[config.mk]
export PLATFORM = sky130hd
export DESIGN_NAME = control_state_register
export DESIGN_NICKNAME = d
export VERILOG_FILES = /design/src/rtl/cu_pkg.sv /design/src/rtl/mem_handshake_timer.sv /design/src/rtl/control_state_register.sv
export SDC_FILE = /design/constraint.sdc
export NUM_CORES = 1
export LEC_CHECK = 0
export ABC_AREA = 1
export CORE_UTILIZATION = 30
export DETAILED_ROUTE_END_ITERATION = 12
export PLACE_DENSITY_LB_ADDON = 0.05
export REMOVE_ABC_BUFFERS = 1
export SETUP_SLACK_MARGIN = 0.1
export SYNTH_ARGS = -nofsm -noshare
export SYNTH_HDL_FRONTEND = slang
export SYNTH_SLANG_ARGS = --single-unit
[constraint.sdc]
create_clock -name clk -period 2 [get_ports clk]
set_input_delay 0.4 -clock clk [delete_from_list [all_inputs] [get_ports clk]]
set_output_delay 0.4 -clock clk [all_outputs]
set_load 0.02 [all_outputs]
[src/rtl/cu_pkg.sv]
// Shared definitions for the microprogrammed control unit: state width,
// named microstates and the memory-handshake FSM encoding.
package cu_pkg;

  localparam int STATE_W         = 10;
  localparam int MOC_TIMEOUT_DEF = 16;
  localparam int TIMER_W         = 8;

  localparam logic [STATE_W-1:0] RESET_STATE   = STATE_W'(0);
  localparam logic [STATE_W-1:0] FETCH_STATE   = STATE_W'(1);
  localparam logic [STATE_W-1:0] IR_LOAD_STATE = STATE_W'(3);
  localparam logic [STATE_W-1:0] DECODE_STATE  = STATE_W'(4);

  typedef enum logic [1:0] {
    RUN     = 2'd0,
    MEMWAIT = 2'd1,
    ABORTED = 2'd2
  } hs_state_t;

endpackage

[src/rtl/mem_handshake_timer.sv]
// Counts cycles spent waiting for MOC and flags completion or a hung bus.
// The first wait cycle reads as 1; timeout fires on the cycle whose count
// equals TIMEOUT while moc is still low, so moc on that cycle still wins.
module mem_handshake_timer #(
  parameter int unsigned TIMEOUT = 16,
  parameter int unsigned CNT_W   = 8
) (
  input  logic clk,
  input  logic reset_n,
  input  logic start,
  input  logic active,
  input  logic moc,
  output logic done,
  output logic timeout
);

  localparam logic [CNT_W-1:0] LIMIT = CNT_W'(TIMEOUT);

  logic [CNT_W-1:0] count;

  assign done    = active & moc;
  assign timeout = active & ~moc & (count == LIMIT);

  // wait counter: load 1 on start, step while waiting, clear otherwise
  always_ff @(posedge clk or negedge reset_n) begin
    if (!reset_n) begin
      count <= '0;
    end else if (start) begin
      count <= CNT_W'(1);
    end else if (active && !moc && (count != LIMIT)) begin
      count <= count + CNT_W'(1);
    end else begin
      count <= '0;
    end
  end

endmodule

[src/rtl/control_state_register.sv]
// Current-state register of the microprogrammed control unit. Holds the
// decoder's proposal as the current state, runs the MOV/MOC memory
// handshake with a bus timeout, loads IR on the fetch read and squashes
// instructions whose condition fails in the decode state.
//
//   hs_state | meaning
//   ---------+------------------------------------------------------------
//   RUN      | state follows next_state; mem_req starts a memory cycle
//   MEMWAIT  | mov high, state held until moc or timeout
//   ABORTED  | bus timed out; state parked at RESET_STATE until reset
module control_state_register
  import cu_pkg::*;
#(
  parameter int unsigned MOC_TIMEOUT = MOC_TIMEOUT_DEF
) (
  input  logic               clk,
  input  logic               reset_n,
  input  logic [STATE_W-1:0] next_state,
  input  logic               mem_req,
  input  logic               mem_write,
  input  logic               moc,
  input  logic [31:0]        mem_rdata,
  input  logic               cond,
  output logic [STATE_W-1:0] state,
  output logic [31:0]        ir,
  output logic               mov,
  output logic               mem_rw,
  output logic               squash,
  output logic               abort,
  output logic [15:0]        instr_count
);

  hs_state_t hs_state;
  logic      tmr_start;
  logic      tmr_active;
  logic      tmr_done;
  logic      tmr_timeout;
  logic      decode_slot;

  assign tmr_start   = (hs_state == RUN) && mem_req;
  assign tmr_active  = (hs_state == MEMWAIT);
  // a memory request in the decode state takes priority over the Cond check
  assign decode_slot = (hs_state == RUN) && !mem_req && (state == DECODE_STATE);

  mem_handshake_timer #(
    .TIMEOUT (MOC_TIMEOUT),
    .CNT_W   (TIMER_W)
  ) u_timer (
    .clk     (clk),
    .reset_n (reset_n),
    .start   (tmr_start),
    .active  (tmr_active),
    .moc     (moc),
    .done    (tmr_done),
    .timeout (tmr_timeout)
  );

  // handshake FSM and its registered outputs mov, mem_rw, abort
  always_ff @(posedge clk or negedge reset_n) begin
    if (!reset_n) begin
      hs_state <= RUN;
      mov      <= 1'b0;
      mem_rw   <= 1'b0;
      abort    <= 1'b0;
    end else begin
      case (hs_state)
        RUN: begin
          if (mem_req) begin
            hs_state <= MEMWAIT;
            mov      <= 1'b1;
            mem_rw   <= mem_write;
          end
        end
        MEMWAIT: begin
          if (tmr_done) begin
            hs_state <= RUN;
            mov      <= 1'b0;
            mem_rw   <= 1'b0;
          end else if (tmr_timeout) begin
            hs_state <= ABORTED;
            mov      <= 1'b0;
            mem_rw   <= 1'b0;
            abort    <= 1'b1;
          end
        end
        ABORTED: begin
          mov    <= 1'b0;
          mem_rw <= 1'b0;
          abort  <= 1'b1;
        end
        default: begin
          hs_state <= ABORTED;
          mov      <= 1'b0;
          mem_rw   <= 1'b0;
          abort    <= 1'b1;
        end
      endcase
    end
  end

  // current state: follow the decoder, hold during memory waits
  always_ff @(posedge clk or negedge reset_n) begin
    if (!reset_n) begin
      state <= RESET_STATE;
    end else begin
      case (hs_state)
        RUN: begin
          if (!mem_req) begin
            state <= (decode_slot && !cond) ? FETCH_STATE : next_state;
          end
        end
        MEMWAIT: begin
          if (tmr_done) begin
            state <= next_state;
          end else if (tmr_timeout) begin
            state <= RESET_STATE;
          end
        end
        default: state <= RESET_STATE;
      endcase
    end
  end

  // instruction register: loaded only by a completed read in the IR load state
  always_ff @(posedge clk or negedge reset_n) begin
    if (!reset_n) begin
      ir <= '0;
    end else if (tmr_done && (state == IR_LOAD_STATE) && !mem_rw) begin
      ir <= mem_rdata;
    end
  end

  // one-cycle squash pulse when the decoded instruction fails its condition
  always_ff @(posedge clk or negedge reset_n) begin
    if (!reset_n) begin
      squash <= 1'b0;
    end else begin
      squash <= decode_slot && !cond;
    end
  end

  // retired-instruction counter, wraps naturally at 16 bits
  always_ff @(posedge clk or negedge reset_n) begin
    if (!reset_n) begin
      instr_count <= '0;
    end else if (decode_slot && cond) begin
      instr_count <= instr_count + 16'd1;
    end
  end

endmodule

### Word-level counts from Yosys, hierarchy flattened

Cells that the tools add are included.

* $lt $le $gt $ge: 0
* bitwise logic cells: 6
* multiplexer cells: 20
* equal/unequal tests: 11
* divide/modulo/power cells: 0
* multiply operators: 0
* reduce and logical (&&, ||, !) cells: 18
* add/subtract/negate cells: 2
* shift-type cells: 0

Operators by type and width (number)
* $mux 10: 4
* $pmux 10 s2: 1
* $add 16x1->16 const B: 1
* $mux 8: 2
* $eq 10x2->1 const B: 1
* $eq 10x3->1 const B: 1
* $logic_and 1x1->1: 9
* $add 8x1->8 const B: 1
* $eq 8x5->1 const B: 1
* $ne 2x2->1 const B: 4
* $ne 8x5->1 const B: 1
* $mux 1: 6
* $mux 2: 3
* $pmux 1 s2: 3
* $pmux 2 s3: 1
* $reduce_and 3->1: 2
* $logic_not 1->1: 4
* $reduce_and 2->1: 2
* $and 1x1->1: 3
* $ne 3x3->1 const B: 1
* $not 1->1: 3
* $eq 2x1->1 const B: 1
* $eq 2x2->1 const B: 1
* $logic_not 2->1: 1

* output and inout bits: 62
* register bits after elaboration: 72
* memory bits (writable): 0
* word-level logic and storage cells: 66
* memories kept: 0
* memory bits (read-only): 0
* input port bits: 48
* bits in latches: 0

### Longest topological paths before layout

* depth after elaboration: 7
* depth in mapped cells: 10
* depth with buffers taken out: 10

### By module

From an unflattened synthesis, not the netlist that was laid out.

* cell total of the unflattened synthesis: 463
* area, all modules: 3801.1 µm²

Modules (own cells, without submodules)
* control_state_register: seq. area each 1601.5 µm², instances 1, cells an instance 399, area an instance 3328.2 µm²
* mem_handshake_timer: seq. area each 200.2 µm², instances 1, cells an instance 64, area an instance 473.0 µm²

### Worst setup path before layout

No wires, ideal clock.

* kind: reg-to-reg
* start point: register instr_count[0]
* end point: register instr_count[14]
* required time: 1882 ps
* stages on the path, launching flop included: 9
* arrival time: 1411 ps
* period minus slack after synthesis: 1529 ps
* buffers on the path: 0
* setup time: 118 ps
* slack: 471 ps
* cells stage by stage: dfrtp_1 -> ha_1 -> inv_1 -> nor3_1 -> nand3_1 -> nand2_1 -> nand2_1 -> nand2_1 -> nand2_1

* cells in the longest elaborated chain, start to end: 1

Ends and longest elaborated chain
* from (decl): RTL line control_state_register.sv:30 `output logic [15:0] instr_count`
* from (signal assigned): RTL line control_state_register.sv:147 `instr_count <= instr_count + 16'd1;`
* $add 16x1->16: RTL line control_state_register.sv:147

Every way passes these cells.
A chain may end at the register's enable or synchronous reset.

### Worst setup path after layout

* start point: register instr_count[0]
* end point: output instr_count[0]

No word-level cell between the ends.

==> flow_summary.yaml <==
clocking:
  htreeDepth: 3
  cts_made_buffers: 9
  clockBufferDepth: 2
  clockRootBuffer: "clkbuf_16"
  cts_resized: 0
  cts_tree: "built"
  ctsHoldBuffers: 0
  clk_latency_ps: 320
  cts_num_sinks: 72
  post_cts_buffers: 0
  clkTransAtPathRegs_ps: 50
grt:
  antenna_found_initial: 0
  grt_start_max_net_pins: 39
  track_usage: 0.165
  grt_overflow: 0
  first_global_vias: 3076
  grt_pass1_wl_um: 15100
logic_synthesis:
  ys_warn_count: 0
  synth.top_cell.area_share: 0.523
  yosys.area.top_type: "dfrtp_1"
  async_flop_share: 1.00
  syn_area_per_cell_um2: 8.23
  netlist_top_cells_area: "dfrtp_1, nand2_1, nand3_1"
  syn_inst: 418
  ys_seq_area_frac: 0.523
  yosys_most_used_dff: "dfrtp_1"
  synth_edf_count: 0
  netlist_area_um2: 3440
  ys_types: 27
  ys_seq_elements: 72
placement:
  gp_congestion: 0.841
  place_inst: 665
  preCtsSetupSlack_ps: 45.8
  io_buffers: 109
  dp.final_hpwl_um: 6680
timing:
  rsz0062_at_grt: "false"
  period_share: 0.914
  worstMarginPinSlew_ps: 474
  fmax_ghz: 0.547
  setup_violations: 0
  finalCriticalPeriod_ps: 1830
  setup_slack_ps: 173
  maxSlewHeadroom: 0.681
  skew_ps: 6.31
  finalHoldViolations: 0
  drv_slew: 0
worst_setup_path:
  slowest_delay_ps: 650
  worstSetupPathType: "reg -> out"
  worst-path-buf-inv: 1
  critical_path.slowest_cell: "clkdlybuf4s50_1"
  crit_path_start_kind: "register"
  crit_chain: "clkdlybuf4s50_1"
  worstSetupEndpointType: "primary output"
  cp_top_family: "buffers and inverters"
  required_ps: 1600
  crit_fanout: 6
  cp.arrival_ps: 1430
  r2r_slack_ps: 340
detailed_routing:
  routedWlPerCell_um: 13.4
  drcViolationCount: 0
  vias: 3143
  dr.pass1.iters: 4
  postRouteAntennaNets: 0
  wl_um: 9100
  vias_per_cell: 4.62
  drt_iter0_markers: 172
cells_and_area:
  final_common_cell: "nand2_1"
  synthToLayoutAreaGrowth_pct: 45.0
  instances_no_fill: 681
  finish.utilization: 0.452
  drive_above_1_share: 0.0647
  num-fill-cells: 1135
  antenna-diode-count: 0
  nets: 587
  mostFrequentLayoutCells: "nand2_1, clkdlybuf4s50_1, dfrtp_1"
worst_hold_path:
  hold_path.class: "in -> async"
die:
  fp.dieH_um: 109
  die_w_um: 109
  die-area_um2: 11900
  io-pin-count: 110
  core-area_um2: 11000
  initial_utilization: 0.312
  rows: 38
pwr:
  ir_drop_mv: 0.536
  power_density_nw_per_um2: 1090
  power.total_mw: 5.42
  power_leakage_nw: 2.32
job:
  drv_cap: 0
outcome:
  outcome: "completed"
-- path summary, 6_finish.rpt --
kind,start,to,depth (start not counted)
max,instr_count[0],instr_count[0],1
min,reset_n,ir[20],1
max reg2reg,instr_count[0],instr_count[14],8
min reg2reg,ir[14],ir[14],2
max in group asynchronous,reset_n,squash,2
min in group clk,ir[14],ir[14],2
-- synth_stat cells (3+ instances only) --
cell / n
buf_2: 3
buf_4: 3
buf_6: 6
dfrtp_1: 72
ha_1: 3
inv_1: 27
nand2_1: 152
nand3_1: 49
nand4_1: 15
nor2_1: 35
nor2_2: 3
nor3_1: 8
o21ai_1: 16
xnor2_1: 5
xor2_1: 4
-- per-stage QoR --
step | TNS (ps) | area [um^2] | hold WS [ps]
final | 0 | 4990 | 34.4
after global routing | 0 | 4990 | 55.6
after CTS | 0 | 4990 | 48.0
after detailed placement | 0 | 4700 | 397
after global placement | 0 | 4700 | 395
after floorplan | -5670 | 3330 | 104
-- report_power, final --
part / internal, mW / total, mW / switching, mW
clock: 0.940 / 1.52 / 0.585
combinational: 0.818 / 1.89 / 1.07
sequential: 1.74 / 2.00 / 0.256
total: 3.50 / 5.42 / 1.92
-- layout make-up --
class	instances	area, um^2	share of cell area
sequential	72	1800	0.361
multi-input combinational	304	1420	0.285
timing repair buffer	120	1200	0.240
clock buffer	14	274	0.0549
tap	140	175	0.0351
inverter	29	111	0.0223
clock inverter	2	12.5	0.00251
-- state kept, by name, summed over array words and instances, names as in the netlist --
signal and cells:
mov 1, instr_count 16, abort 1, mem_rw 1, state 10, ir 32, squash 1, hs_state 2
u_timer.count 8
-- kinds of logic (layout without fill, tap and decap cells) --
| group | Yosys count | in the layout | synth area share |
|---|---|---|---|
| simple gates | 273 | 273 | 0.351 |
| flops | 72 | 72 | 0.523 |
| buf+inv | 42 | 165 | 0.0640 |
| compound gates | 19 | 19 | 0.0276 |
| xor+xnor | 9 | 9 | 0.0229 |
| fa+ha+maj | 3 | 3 | 0.0109 |
-- routing by layer --
metal,wire [um],vias up,global-route usage
met5,0,-,0
met1,4450,1474,0.221
met4,68,0,0.0579
met2,4160,83,0.261
met3,419,6,0.0359
li1,-,1580,-
Power figures use the tool's default switching activity.
